===== config.mk =====
export PLATFORM = sky130hd
export DESIGN_NAME = clock_counter_scheduler
export DESIGN_NICKNAME = d
export VERILOG_FILES = /design/src/rtl/clock_counter_scheduler.sv
export SDC_FILE = /design/constraint.sdc
export NUM_CORES = 1
export LEC_CHECK = 0
export CORE_AREA = 2 2 257 259
export CTS_CLUSTER_DIAMETER = 50
export CTS_CLUSTER_SIZE = 28
export DETAILED_ROUTE_END_ITERATION = 16
export DIE_AREA = 0 0 259 261
export DONT_BUFFER_PORTS = 1
export HOLD_SLACK_MARGIN = 0.08
export PLACE_DENSITY = 0.31
export RECOVER_POWER = 25
export SLEW_MARGIN = 5
export SYNTH_ARGS = -nofsm -noshare
export SYNTH_HDL_FRONTEND = slang
export SYNTH_SLANG_ARGS = --single-unit

===== constraint.sdc =====
create_clock -name i_clk -period 3.9 [get_ports i_clk]
set_clock_uncertainty 0.2 [all_clocks]
set_input_delay 0.39 -clock i_clk [delete_from_list [all_inputs] [get_ports i_clk]]
set_output_delay 0.39 -clock i_clk [all_outputs]
set_load 0.005 [all_outputs]

===== src/rtl/clock_counter_scheduler.sv =====
`default_nettype none
// ============================================================================
// Module      : clock_counter_scheduler
// Description : Round-robin latch/capture controller for a bank of
//               clock_counter instances; streams one result per measurement.
// Revision    : 1.0 - initial release
// ============================================================================
module clock_counter_scheduler #(
    parameter int NUM_COUNTERS        = 4,
    parameter int CLOCK_COUNTER_WIDTH = 64,
    parameter int INTERVAL_CYCLES     = 1000000,
    parameter int TIMEOUT_CYCLES      = 4096,
    localparam int c_IDX_W            = (NUM_COUNTERS > 1) ? $clog2(NUM_COUNTERS) : 1
) (
    input  logic                                        i_clk,
    input  logic                                        i_rst_n,
    input  logic                                        i_enable,
    output logic [NUM_COUNTERS-1:0]                     o_latch_counters,
    input  logic [NUM_COUNTERS-1:0]                     i_counter_valid,
    input  logic [NUM_COUNTERS*CLOCK_COUNTER_WIDTH-1:0] i_clk_local_counter,
    input  logic [NUM_COUNTERS*CLOCK_COUNTER_WIDTH-1:0] i_clk_extern_counter,
    output logic                                        o_result_valid,
    input  logic                                        i_result_ready,
    output logic [c_IDX_W-1:0]                          o_result_index,
    output logic [CLOCK_COUNTER_WIDTH-1:0]              o_result_local_count,
    output logic [CLOCK_COUNTER_WIDTH-1:0]              o_result_extern_count,
    output logic                                        o_result_timeout
);

    localparam int c_W   = CLOCK_COUNTER_WIDTH;
    localparam int c_ICW = (INTERVAL_CYCLES > 1) ? $clog2(INTERVAL_CYCLES) : 1;
    localparam int c_TCW = (TIMEOUT_CYCLES > 1) ? $clog2(TIMEOUT_CYCLES) : 1;

    localparam logic [c_ICW-1:0]   c_INTERVAL_LAST = c_ICW'(INTERVAL_CYCLES - 1);
    localparam logic [c_TCW-1:0]   c_TIMEOUT_LAST  = c_TCW'(TIMEOUT_CYCLES - 1);
    localparam logic [c_IDX_W-1:0] c_IDX_LAST      = c_IDX_W'(NUM_COUNTERS - 1);

    localparam logic [2:0] c_IDLE          = 3'd0;
    localparam logic [2:0] c_WAIT_INTERVAL = 3'd1;
    localparam logic [2:0] c_CHECK_READY   = 3'd2;
    localparam logic [2:0] c_LATCH         = 3'd3;
    localparam logic [2:0] c_SETTLE        = 3'd4;
    localparam logic [2:0] c_WAIT_VALID    = 3'd5;
    localparam logic [2:0] c_OUTPUT        = 3'd6;
    localparam logic [2:0] c_TIMEOUT_OUT   = 3'd7;

    logic [2:0]              r_state;
    logic [c_IDX_W-1:0]      r_idx;
    logic [NUM_COUNTERS-1:0] r_primed;
    logic [c_ICW-1:0]        r_interval_cnt;
    logic [c_TCW-1:0]        r_timeout_cnt;

    logic                    w_sel_valid;
    logic                    w_sel_primed;
    logic [c_W-1:0]          w_sel_local;
    logic [c_W-1:0]          w_sel_extern;
    logic [NUM_COUNTERS-1:0] w_latch_onehot;
    logic [c_IDX_W-1:0]      w_idx_next;
    logic                    w_timeout_hit;

    // Per-index selection of the counter currently being measured
    always_comb begin
        w_sel_valid    = 1'b0;
        w_sel_primed   = 1'b0;
        w_sel_local    = '0;
        w_sel_extern   = '0;
        w_latch_onehot = '0;
        for (int k = 0; k < NUM_COUNTERS; k++) begin
            if (r_idx == c_IDX_W'(k)) begin
                w_sel_valid       = i_counter_valid[k];
                w_sel_primed      = r_primed[k];
                w_sel_local       = i_clk_local_counter[k*c_W +: c_W];
                w_sel_extern      = i_clk_extern_counter[k*c_W +: c_W];
                w_latch_onehot[k] = 1'b1;
            end
        end
        w_idx_next    = (r_idx == c_IDX_LAST) ? '0 : r_idx + c_IDX_W'(1);
        w_timeout_hit = (r_timeout_cnt == c_TIMEOUT_LAST);
    end

    always_ff @(posedge i_clk or negedge i_rst_n) begin
        if (!i_rst_n) begin
            r_state               <= c_IDLE;
            r_idx                 <= '0;
            r_primed              <= '0;
            r_interval_cnt        <= '0;
            r_timeout_cnt         <= '0;
            o_latch_counters      <= '0;
            o_result_valid        <= 1'b0;
            o_result_index        <= '0;
            o_result_local_count  <= '0;
            o_result_extern_count <= '0;
            o_result_timeout      <= 1'b0;
        end else begin
            o_latch_counters <= '0;
            case (r_state)
                c_IDLE: begin
                    if (i_enable) begin
                        r_state        <= c_WAIT_INTERVAL;
                        r_interval_cnt <= '0;
                    end
                end
                c_WAIT_INTERVAL: begin
                    if (!i_enable) begin
                        r_state  <= c_IDLE;
                        r_idx    <= '0;
                        r_primed <= '0;
                    end else if (r_interval_cnt == c_INTERVAL_LAST) begin
                        r_state       <= c_CHECK_READY;
                        r_timeout_cnt <= '0;
                    end else begin
                        r_interval_cnt <= r_interval_cnt + c_ICW'(1);
                    end
                end
                c_CHECK_READY: begin
                    if (w_sel_valid) begin
                        r_state          <= c_LATCH;
                        o_latch_counters <= w_latch_onehot;
                    end else if (w_timeout_hit) begin
                        r_state               <= c_TIMEOUT_OUT;
                        o_result_valid        <= 1'b1;
                        o_result_index        <= r_idx;
                        o_result_local_count  <= '0;
                        o_result_extern_count <= '0;
                        o_result_timeout      <= 1'b1;
                    end else begin
                        r_timeout_cnt <= r_timeout_cnt + c_TCW'(1);
                    end
                end
                c_LATCH: begin
                    r_state <= c_SETTLE;
                end
                // Counter drops valid on the latch edge, so skip one cycle
                c_SETTLE: begin
                    r_state       <= c_WAIT_VALID;
                    r_timeout_cnt <= '0;
                end
                c_WAIT_VALID: begin
                    if (w_sel_valid) begin
                        if (w_sel_primed) begin
                            r_state               <= c_OUTPUT;
                            o_result_valid        <= 1'b1;
                            o_result_index        <= r_idx;
                            o_result_local_count  <= w_sel_local;
                            o_result_extern_count <= w_sel_extern;
                            o_result_timeout      <= 1'b0;
                        end else begin
                            // First window has an undefined start: discard it
                            r_primed[r_idx] <= 1'b1;
                            r_idx           <= w_idx_next;
                            r_state         <= c_WAIT_INTERVAL;
                            r_interval_cnt  <= '0;
                        end
                    end else if (w_timeout_hit) begin
                        r_state               <= c_TIMEOUT_OUT;
                        r_primed[r_idx]       <= 1'b0;
                        o_result_valid        <= 1'b1;
                        o_result_index        <= r_idx;
                        o_result_local_count  <= '0;
                        o_result_extern_count <= '0;
                        o_result_timeout      <= 1'b1;
                    end else begin
                        r_timeout_cnt <= r_timeout_cnt + c_TCW'(1);
                    end
                end
                c_OUTPUT, c_TIMEOUT_OUT: begin
                    if (i_result_ready) begin
                        o_result_valid <= 1'b0;
                        r_idx          <= w_idx_next;
                        r_state        <= c_WAIT_INTERVAL;
                        r_interval_cnt <= '0;
                    end
                end
                default: begin
                    r_state <= c_IDLE;
                end
            endcase
        end
    end

endmodule
`default_nettype wire


==> impl_results.md, run 1 <==
* CTS resizes at 0
* Yosys warns at 0
* GP Congestion at slightly above 0.8
* Placed insts at 2,423
* DR WL/cell at just under 20 µm
* Via count at 12.42k
* RSZ-0062 raised after global routing: no
* Status: finished, violations left
* First-pass GRT wire length at 73.68 mm
* Initial Util at 18.49%
* Die Y at 261 µm
* VDD IR max at 0.3950 mV
* Startpoint Class: flip-flop
* Leading area contributor after synthesis: dfrtp_1
* Final setup violation count at 0
* Drt initial violations at 670
* MaxCap Viol Count at 0
* CTS buffer count at 17
* Synth Flop Type: dfrtp_1
* Worst Hold Class: in2async
* # port buffers at 0
* GRT overflow at 0
* Synth Register Bits at 177
* Routed Antenna Nets at 0
* Final wirelength at 52.38 mm
* Vias per cell at 4.687
* Average size of a mapped cell at 7.124 µm²
* Slew Viols, Final at 0
* Largest net degree at the start of global routing at 178
* Commonest cells in the netlist: 383 x nand2_1, 376 x a21oi_1, 177 x dfrtp_1
* Worst hold margin at -0.5976 ns
* Final period utilization at 87.47%
* Clock Path Buffers at 2
* Layout cells sized above 1 at 4.328%
* First drt pass iteration count at 5
* Layout Cells excl Fill at 2,650
* Root buffer cell: clkbuf_16
* CP endpoint kind: flip-flop
* Yosys cell types at 60
* Final TNS setup at 0 ns
* Die Footprint at 0.06760 mm²
* Pleak at around 5.7 nW
* Register-to-register setup slack at 0.49 ns
* Period minus WS final at 3.411 ns
* CP most frequent cell: a21oi_1
* Final core occ at 23.55%
* Clock Latency Late Sink at about 0.48 ns
* I/O pin cnt at 656
* Register area share after synthesis at 36.83%
* Violated checks: hold timing
* Slowest cell on the critical path: buf_4
* DP HPWL at between 30 and 40 mm
* Worst EP arrival at approximately 3.6 ns
* Total global-route track usage at ~15%
* Setup ws final at a little under 0.5 ns
* Worst path required time at just over 4 ns
* Vias in the first global route at 11.82k
* CTS Hold Bufs at 188
* Cell count after synthesis at ~1.7k
* Pwr Density at around 670 mW/mm²
* Post-synth EDFFs at 0
* Total Nets Final at 2,292
* Async SR Flop Fraction at 100.0%
* Worst slew margin at 36.70%
* CP Cell Sequence: inv_1 -> ha_4 -> buf_4 -> nand3b_1 -> a21oi_1 -> a21oi_1 -> o21ai_0 -> dlygate4sd3_1 -> nand2_1 -> a21oi_1
* CTS clk-pin slew, worst paths at 0.07 ns
* Top cell type's share of synthesized area at 36.83%
* Area contributors post-synth: dfrtp_1 37%, a21oi_1 16%, nand2_1 12%
* Core area at 0.06504 mm²
* Critical path type: reg2reg
* TritonCTS clock tree: yes
* Final Hold Fails at 177
* Critical-path maximum fanout at 75
* Syn nets at 2,214
* Setup WS pre-CTS at 0.5867 ns
* CTS Sinks at 177
* H-tree Lvls at 4
* Num rows at 94
* Chip width at 259 µm
* Layout area overhead at 27.38%
* Largest stage delay, worst path at roughly 0.6 ns
* Post-route DRC at 0
* Initial antenna violation count at 6
* Maximum achievable frequency at 0.2932 GHz
* Power Total at 10.29 mW
* Post-synthesis cell area at around 0.012 mm²
* # fillers at 7,267
* Post-CTS setup buffer count at 0
* Least-Margin Pin Slew at 0.9495 ns
* Count leader, synth: nand2_1
critical path, delay by kind of cell (launching register included):
| kind | cells | cell delay (ns) |
|---|---|---|
| compound gates | 4 | 0.77 |
| simple gates | 2 | 0.21 |
| fa+ha+maj | 1 | 0.18 |
| flops | 1 | 0.49 |
| buf+inv | 3 | 1.40 |
sequential cells by signal, indices dropped and copies added, names as in the netlist:
| name | cells |
|---|---|
| o_latch_counters | 4 |
| o_result_extern_count | 64 |
| o_result_index | 2 |
| o_result_local_count | 64 |
| o_result_timeout | 1 |
| o_result_valid | 1 |
| r_idx | 2 |
| r_interval_cnt | 20 |
| r_primed | 4 |
| r_state | 3 |
| r_timeout_cnt | 12 |
metal layers:
metal,track usage (%),wire (µm),vias up
met1,16.87,20800,5864
met4,6.551,1693,0
met2,25.18,26400,486
met3,3.881,3488,53
li1,-,-,6017
met5,0,0,-
area by class of cell:
| class | instances | area [µm²] | area share, % |
|---|---|---|---|
| Tap cell | 864 | 1081 | 7.057 |
| Clock buffer | 18 | 429.2 | 2.802 |
| Sequential cell | 177 | 4429 | 28.91 |
| Timing Repair Buffer | 211 | 2167 | 14.15 |
| Multi-Input combinational cell | 1348 | 7008 | 45.75 |
| Antenna cell | 7 | 17.52 | 0.1144 |
| Inverter | 11 | 41.29 | 0.2695 |
| Clock inverter | 14 | 145.1 | 0.9475 |
cells in the final DEF (no fill, tap or decap), types with 5 or more instances in the layout:
cell type,n
or3_1,10
and2_1,9
clkbuf_16,17
a21oi_1,376
inv_6,5
a22o_1,26
buf_4,14
nand3_1,13
buf_12,9
xnor2_1,9
nand3b_1,127
dfrtp_1,177
nand2_1,383
o21ai_0,153
nor2_1,132
nand2b_1,9
nand4_1,5
mux2i_1,6
inv_1,11
nor2b_1,5
diode_2,7
o31ai_1,6
dlygate4sd3_1,188
kinds of logic after synthesis:
kind of cell    after synthesis  synth area share (%)
xor+xnor                      9                0.6555
mux                           8                0.6867
buf+inv                     163                 5.483
fa+ha+maj                     6                0.6243
flops                       177                 36.83
compound gates              606                 27.56
simple gates                719                 28.16
report_power, final:
group	switching, mW	internal, mW	total (mW)
sequential	0.560	2.28	2.84
combinational	3.11	2.55	5.65
clock	0.888	0.904	1.79
total	4.55	5.74	10.3
worst paths after layout:
kind / from / depth (start not counted) / end
max in group asynchronous: i_rst_n / 0 / o_result_extern_count[29]
setup / recovery: r_idx[0] / 10 / o_result_extern_count[9]
min in group i_clk: i_clk_extern_counter[204] / 4 / o_result_extern_count[12]
hold / removal: i_rst_n / 0 / o_result_local_count[41]
setup reg to reg: r_idx[0] / 10 / o_result_extern_count[9]
hold reg to reg: r_timeout_cnt[6] / 1 / r_timeout_cnt[6]
stage by stage:
| step | cell area, µm² | hold WS (ns) |
|---|---|---|
| floorplan | 12030 | -0.1056 |
| global placement | 12840 | -0.09744 |
| detailed placement | 12840 | -0.09601 |
| CTS | 15300 | -0.6643 |
| global route | 15320 | -0.6535 |
| finish | 15320 | -0.5976 |
No activity file was read; power rests on OpenSTA's default activity.
==> inputs of run 2 (changes only) <==
--- a/config.mk
+++ b/config.mk
@@ -5,14 +5,15 @@
 export SDC_FILE = /design/constraint.sdc
 export NUM_CORES = 1
 export LEC_CHECK = 0
-export CORE_AREA = 2 2 257 259
-export CTS_CLUSTER_DIAMETER = 50
+export CELL_PAD_IN_SITES_DETAIL_PLACEMENT = 2
+export CELL_PAD_IN_SITES_GLOBAL_PLACEMENT = 2
+export CORE_AREA = 2 2 253 255
 export CTS_CLUSTER_SIZE = 28
 export DETAILED_ROUTE_END_ITERATION = 16
-export DIE_AREA = 0 0 259 261
+export DIE_AREA = 0 0 255 257
 export DONT_BUFFER_PORTS = 1
 export HOLD_SLACK_MARGIN = 0.08
-export PLACE_DENSITY = 0.31
+export PLACE_DENSITY = 0.62
 export RECOVER_POWER = 25
 export SLEW_MARGIN = 5
 export SYNTH_ARGS = -nofsm -noshare
==> run 2 against run 1 <==
The run still ends with hold timing left. Critical endpoint is now o_result_local_count[3]. Non-clock buffer count increased by 31. Largest cell class unchanged. First-iteration DRC count decreased by 9.7%. Wire length grew 10%. Hold slack better by 0.0014 ns. Critical path depth stayed put. Clock power decreased by 2%.
==> impl_results.md, run 2 (synthesized netlist as in run 1, its figures left out) <==
* Drt initial violations at 605
* GP Congestion at 0.8592
* Final core occ at 24.78%
* Met3 usage at 4.481%
* Period minus WS final at 3.707 ns
* Vias in the first global route at 14.38k
* CP most frequent cell: a21oi_1
* Vias per cell at 4.945
* CP Cell Sequence: inv_1 -> ha_4 -> buf_4 -> buf_4 -> a21oi_1 -> a21oi_1 -> o21ai_0 -> dlygate4sd3_1 -> nand2_1 -> a21oi_1
* Met2 GRT Util at 30.31%
* CP Launch Point: r_idx[0]
* Slew Viols, Final at 0
* H-tree Lvls at 4
* Pleak at 5.801 nW
* Setup crit end: o_result_local_count[3]
* First drt pass iteration count at 7
* Routed Antenna Nets at 0
* CTS clk-pin slew, worst paths at 0.07 ns
* TritonCTS clock tree: yes
* Worst hold margin at -0.5962 ns
* Total global-route track usage at between 15 and 20%
* Commonest cells after routing, fill and taps aside: 383 x nand2_1, 376 x a21oi_1, 216 x dlygate4sd3_1, 177 x dfrtp_1, 153 x o21ai_0
* Worst path required time at between 4 and 5 ns
* Global-route layer with the greatest usage: met2
* Post-route DRC at 0
* Largest stage delay, worst path at 0.67 ns
* Worst EP arrival at 3.87 ns
* R2R depth at 10
* First-pass GRT wire length at about 85 mm
* Core area at roughly 0.063 mm²
* Area after DPL at roughly 0.013 mm²
* RSZ-0062 raised after global routing: no
* Worst Hold Class: in2async
* CTS Sinks at 177
* VDD IR max at 0.5491 mV
* GRT overflow at 0
* Status: finished, violations left
* Commonest non-fill, non-tap cell in the layout: nand2_1
* Chip width at roughly 260 µm
* Maximum achievable frequency at 0.2697 GHz
* Final wirelength at 57.79 mm
* CTS Hold Bufs at 216
* Critical path type: reg2reg
* Final TNS setup at 0 ns
* R2r startpoint: r_idx[0]
* Slowest cell on the critical path: buf_4
* Die Footprint at between 0.06 and 0.07 mm²
* Total Nets Final at 2,323
* MaxCap Viol Count at 0
* Initial antenna violation count at 6
* Placed insts at between 2k and 2.5k
* Layout Cells excl Fill at 2,663
* Violated checks: hold timing
* Worst slew margin at 32.27%
* Layout cells sized above 1 at 4.365%
* Final period utilization at between 90% and 100%
* Num rows at 92
* Clock Latency Late Sink at 0.49 ns
* Least-Margin Pin Slew at about 1.0 ns
* Initial Util at 19.17%
* Final Hold Fails at ~180
* Power Total at 10.57 mW
* RR Endpoint: o_result_local_count[3]
* Final setup violation count at 0
* Critical-path maximum fanout at 70
* Clock Path Buffers at 2
* Via count at around 13k
* CP endpoint kind: flip-flop
* Die Y at 257 µm
* Setup ws final at 0.1925 ns
* Largest net degree at the start of global routing at 178
* Startpoint Class: flip-flop
* Layout area overhead at 29.28%
* DR WL/cell at 21.70 µm
* Root buffer cell: clkbuf_16
* CTS buffer count at 17
* Post-CTS setup buffer count at 0
* I/O pin cnt at ~660
* Final design area excluding fillers at ~0.016 mm²
* Pwr Density at 679.9 mW/mm²
* Register-to-register setup slack at 0.19 ns
* Regs by FF count: o_result_extern_count (64), o_result_local_count (64), r_interval_cnt (20)
* DP HPWL at 41.49 mm
* # fillers at 7,292
* Setup WS pre-CTS at 0.6068 ns
* # port buffers at 0
* Met1 usage at 18.74%
[run 2: changes by cell type in the layout (fill, tap and decap cells not counted), sizes merged]
cell / delta
buf: +3
clkbuf: +2
clkinv: +1
clkinvlp: +2
dlygate4sd3: +28
inv: -5
[run 2: routing by layer]
metal / wire length (µm) / up-vias
met4: 2484 / 0
li1: - / 6059
met1: 22420 / 6568
met5: 0 / -
met2: 29330 / 442
met3: 3551 / 100
[run 2: timing repair]
action,CTS,global route
resized for setup,0,0
endpoints found under the setup margin,0,0
endpoints found under the hold margin,305,177
[run 2: worst min-delay path by stage]
stage	start	endpoint	slack, ns	cells past startpoint
detailed placement	i_rst_n	o_result_extern_count[18]	-0.09	0
floorplan	i_rst_n	o_latch_counters[0]	-0.11	0
finish	i_rst_n	o_result_extern_count[18]	-0.60	0
global route	i_rst_n	o_result_extern_count[18]	-0.65	0
global placement	i_rst_n	o_result_extern_count[17]	-0.09	0
CTS	i_rst_n	o_result_extern_count[17]	-0.67	0
[run 2: layout make-up]
cell class | count | area (µm²) | share of cell area [%]
multi-input cells | 1348 | 7008 | 45.08
flip-flops and latches | 177 | 4429 | 28.49
repair buffers | 242 | 2420 | 15.57
well taps | 846 | 1059 | 6.809
clock buffers | 20 | 446.7 | 2.873
clock inverters | 12 | 125.1 | 0.8048
inverters | 11 | 41.29 | 0.2656
diodes | 7 | 17.52 | 0.1127
[run 2: critical path: cells and delay by family, from the launching register on]
family                   cells  cell delay, ns
buffers and inverters        4            1.97
AND/OR/NAND/NOR              1            0.07
adder cells (fa/ha/maj)      1            0.25
AO/OA/AOI/OAI                4            0.49
flip-flops                   1            0.47
[run 2: where the power goes]
part	internal, mW	switching [mW]
logic	2.74	3.24
clock network	0.908	0.844
registers	2.28	0.553
==> inputs of run 3 (changes only) <==
--- a/config.mk
+++ b/config.mk
@@ -15,6 +15,7 @@
 export HOLD_SLACK_MARGIN = 0.08
 export PLACE_DENSITY = 0.62
 export RECOVER_POWER = 25
+export SKIP_CTS_REPAIR_TIMING = 1
 export SLEW_MARGIN = 5
 export SYNTH_ARGS = -nofsm -noshare
 export SYNTH_HDL_FRONTEND = slang
==> constraint.sdc (replaced) <==
create_clock -name i_clk -period 4.6 [get_ports i_clk]
set_clock_uncertainty 0.2 [all_clocks]
set_input_delay 0.46 -clock i_clk [delete_from_list [all_inputs] [get_ports i_clk]]
set_output_delay 0.46 -clock i_clk [all_outputs]
set_load 0.005 [all_outputs]
==> run 3 against run 2 <==
The run still ends with hold timing left. Largest cell class unchanged. Sequential power fell by 14%. Critical endpoint is now o_result_extern_count[39]. Cell area fell by 10%. Register-to-register slack improved by 0.66 ns. Sequential share of layout area rose by 3.3 points.
==> impl_results.md, run 3 (synthesized netlist as in run 1, its figures left out) <==
* CTS clk-pin slew, worst paths at approximately 0.070 ns
* Vias in the first global route at ~13k
* Area after DPL at between 0.01 and 0.015 mm²
* Slew Viols, Final at 0
* VDD IR max at slightly below 0.4 mV
* Violated checks: hold timing
* Period minus WS final at about 3.8 ns
* Total global-route track usage at 16.20%
* Internal at between 4 and 5 mW
* Clock power frac at 19.5%
* GRT overflow at 0
* Clock Latency Late Sink at 0.48 ns
* Reg power frac at 30.5%
* CP endpoint kind: flip-flop
* # fillers at 7,398
* DP HPWL at 41.09 mm
* Final TNS setup at 0 ns
* I/O pin cnt at 656
* Worst path required time at 4.75 ns
* CTS buffer count at 17
* Layout area overhead at 16.03%
* Largest stage delay, worst path at 0.54 ns
* Initial Util at about a fifth
* Routed Antenna Nets at 0
* Final period utilization at 81.52%
* Final Hold Fails at 177
* Startpoint Class: flip-flop
* Net switching power at 3.664 mW
* Critical path type: reg2reg
* Status: finished, violations left
* Critical-path maximum fanout at 56
* # port buffers at 0
* Final setup violation count at 0
* CTS Sinks at 177
* Total Nets Final at 2,156
* Largest net degree at the start of global routing at 207
* Final wirelength at 55.44 mm
* Layout cells sized above 1 at 4.263%
* Via count at between 10k and 15k
* Final design area excluding fillers at 0.01395 mm²
* Clock Path Buffers at 2
* Least-Margin Pin Slew at 0.9236 ns
* RSZ-0062 raised after global routing: no
* Worst hold margin at -0.5098 ns
* Commonest non-fill, non-tap cell in the layout: nand2_1
* Drt initial violations at just under 700
* Post-route DRC at 0
* Die Y at 257 µm
* H-tree Lvls at 4
* Worst Hold Class: in2async
* GP Congestion at 0.8838
* Chip width at roughly 260 µm
* Worst EP arrival at 3.90 ns
* Maximum achievable frequency at 0.2667 GHz
* CP Cell Sequence: inv_1 -> ha_4 -> a211oi_1 -> a221o_1 -> nor4_4 -> or2_4 -> buf_12 -> a21oi_1
* MaxCap Viol Count at 0
* Initial antenna violation count at 7
* Worst slew margin at 38.43%
* First drt pass iteration count at 4
* TritonCTS clock tree: yes
* Root buffer cell: clkbuf_16
* Regs by FF count: o_result_extern_count (64), o_result_local_count (64), r_interval_cnt (20)
* First-pass GRT wire length at ~80 mm
* DR WL/cell at 22.23 µm
* Pwr Density at 572.5 mW/mm²
* Commonest cells after routing, fill and taps aside: 383 x nand2_1, 376 x a21oi_1, 177 x dfrtp_1, 153 x o21ai_0, 132 x nor2_1
* Sw Ratio at 45.87%
* Vias per cell at ~5.0
* Num rows at 92
* Combinational share of power at 50.0%
* Slowest cell on the critical path: nor4_4
* Core area at 0.06274 mm²
* Die Footprint at 0.06554 mm²
* Pleak at 5.099 nW
[run 3: cell types whose count changed in the layout (fill, tap and decap cells not counted)]
cell           before  now
buf_12              5    8
buf_4              21   10
bufinv_16           1    3
clkbuf_8            1    2
clkinv_2            0    4
clkinv_4            4    2
clkinvlp_4          3    1
diode_2             7    6
dlygate4sd3_1     216   57
inv_6               3    0
inv_8               1    0
[run 3: worst max-delay path: cells and delay by family, from the launching register on]
kind	cells	cell delay, ns
adder cells (fa/ha/maj)	1	0.52
AO/OA/AOI/OAI	3	0.82
buffers and inverters	2	0.48
AND/OR/NAND/NOR	2	1.06
flip-flops	1	0.46
[run 3: power by group through the flow]
stage	logic [mW]	clock network, mW	registers, mW
2_1_floorplan	2.95	0	2.20
3_3_place_gp	3.80	0	2.46
3_5_place_dp	3.97	0	2.47
4_1_cts	3.98	1.66	2.45
5_1_grt	4.55	1.69	2.49
6_report	4.00	1.56	2.43
[run 3: worst paths after layout]
path / from / cells after the start / slack, ns / end
worst max-delay path: r_idx[1] / 8 / 0.85 / o_result_extern_count[39]
worst min-delay path: i_rst_n / 0 / -0.51 / o_result_extern_count[17]
worst max register to register: r_idx[1] / 8 / 0.85 / o_result_extern_count[39]
worst min register to register: r_timeout_cnt[6] / 1 / 0.27 / r_timeout_cnt[6]
max in group asynchronous: i_rst_n / 0 / 4.41 / o_result_local_count[12]
min in group i_clk: i_clk_local_counter[230] / 4 / 0.05 / o_result_local_count[38]
[run 3: final cells by class]
type / count / area [µm²] / area share [%]
multi-input combinational: 1348 / 7008 / 50.22
sequential: 177 / 4429 / 31.74
tap: 846 / 1059 / 7.586
timing repair buffer: 75 / 805.8 / 5.775
clock buffer: 21 / 460.4 / 3.300
clock inverter: 10 / 135.1 / 0.9684
inverter: 11 / 41.29 / 0.2959
antenna: 6 / 15.01 / 0.1076
[run 3: stage by stage]
step	setup slack [ns]	total power [mW]	hold WS (ns)	util, %	std cells
floorplan	1.818	5.144	-0.03559	-	1688
detailed placement	0.8444	6.439	-0.01655	20.36	2400
finish	0.8499	7.988	-0.5098	22.24	2494
global route	0.6257	8.735	-0.5647	22.23	2492
global placement	1.014	6.264	-0.01844	20.36	2400
CTS	0.8207	8.086	-0.5841	21.31	2431
[run 3: routing by layer]
metal	share of wire, %	up-vias	global-route usage, %
met5	0.020	-	0
met4	2.5	2	6.335
met3	7.1	52	5.027
met2	52	431	28.80
met1	38	6167	17.81
li1	-	5715	-
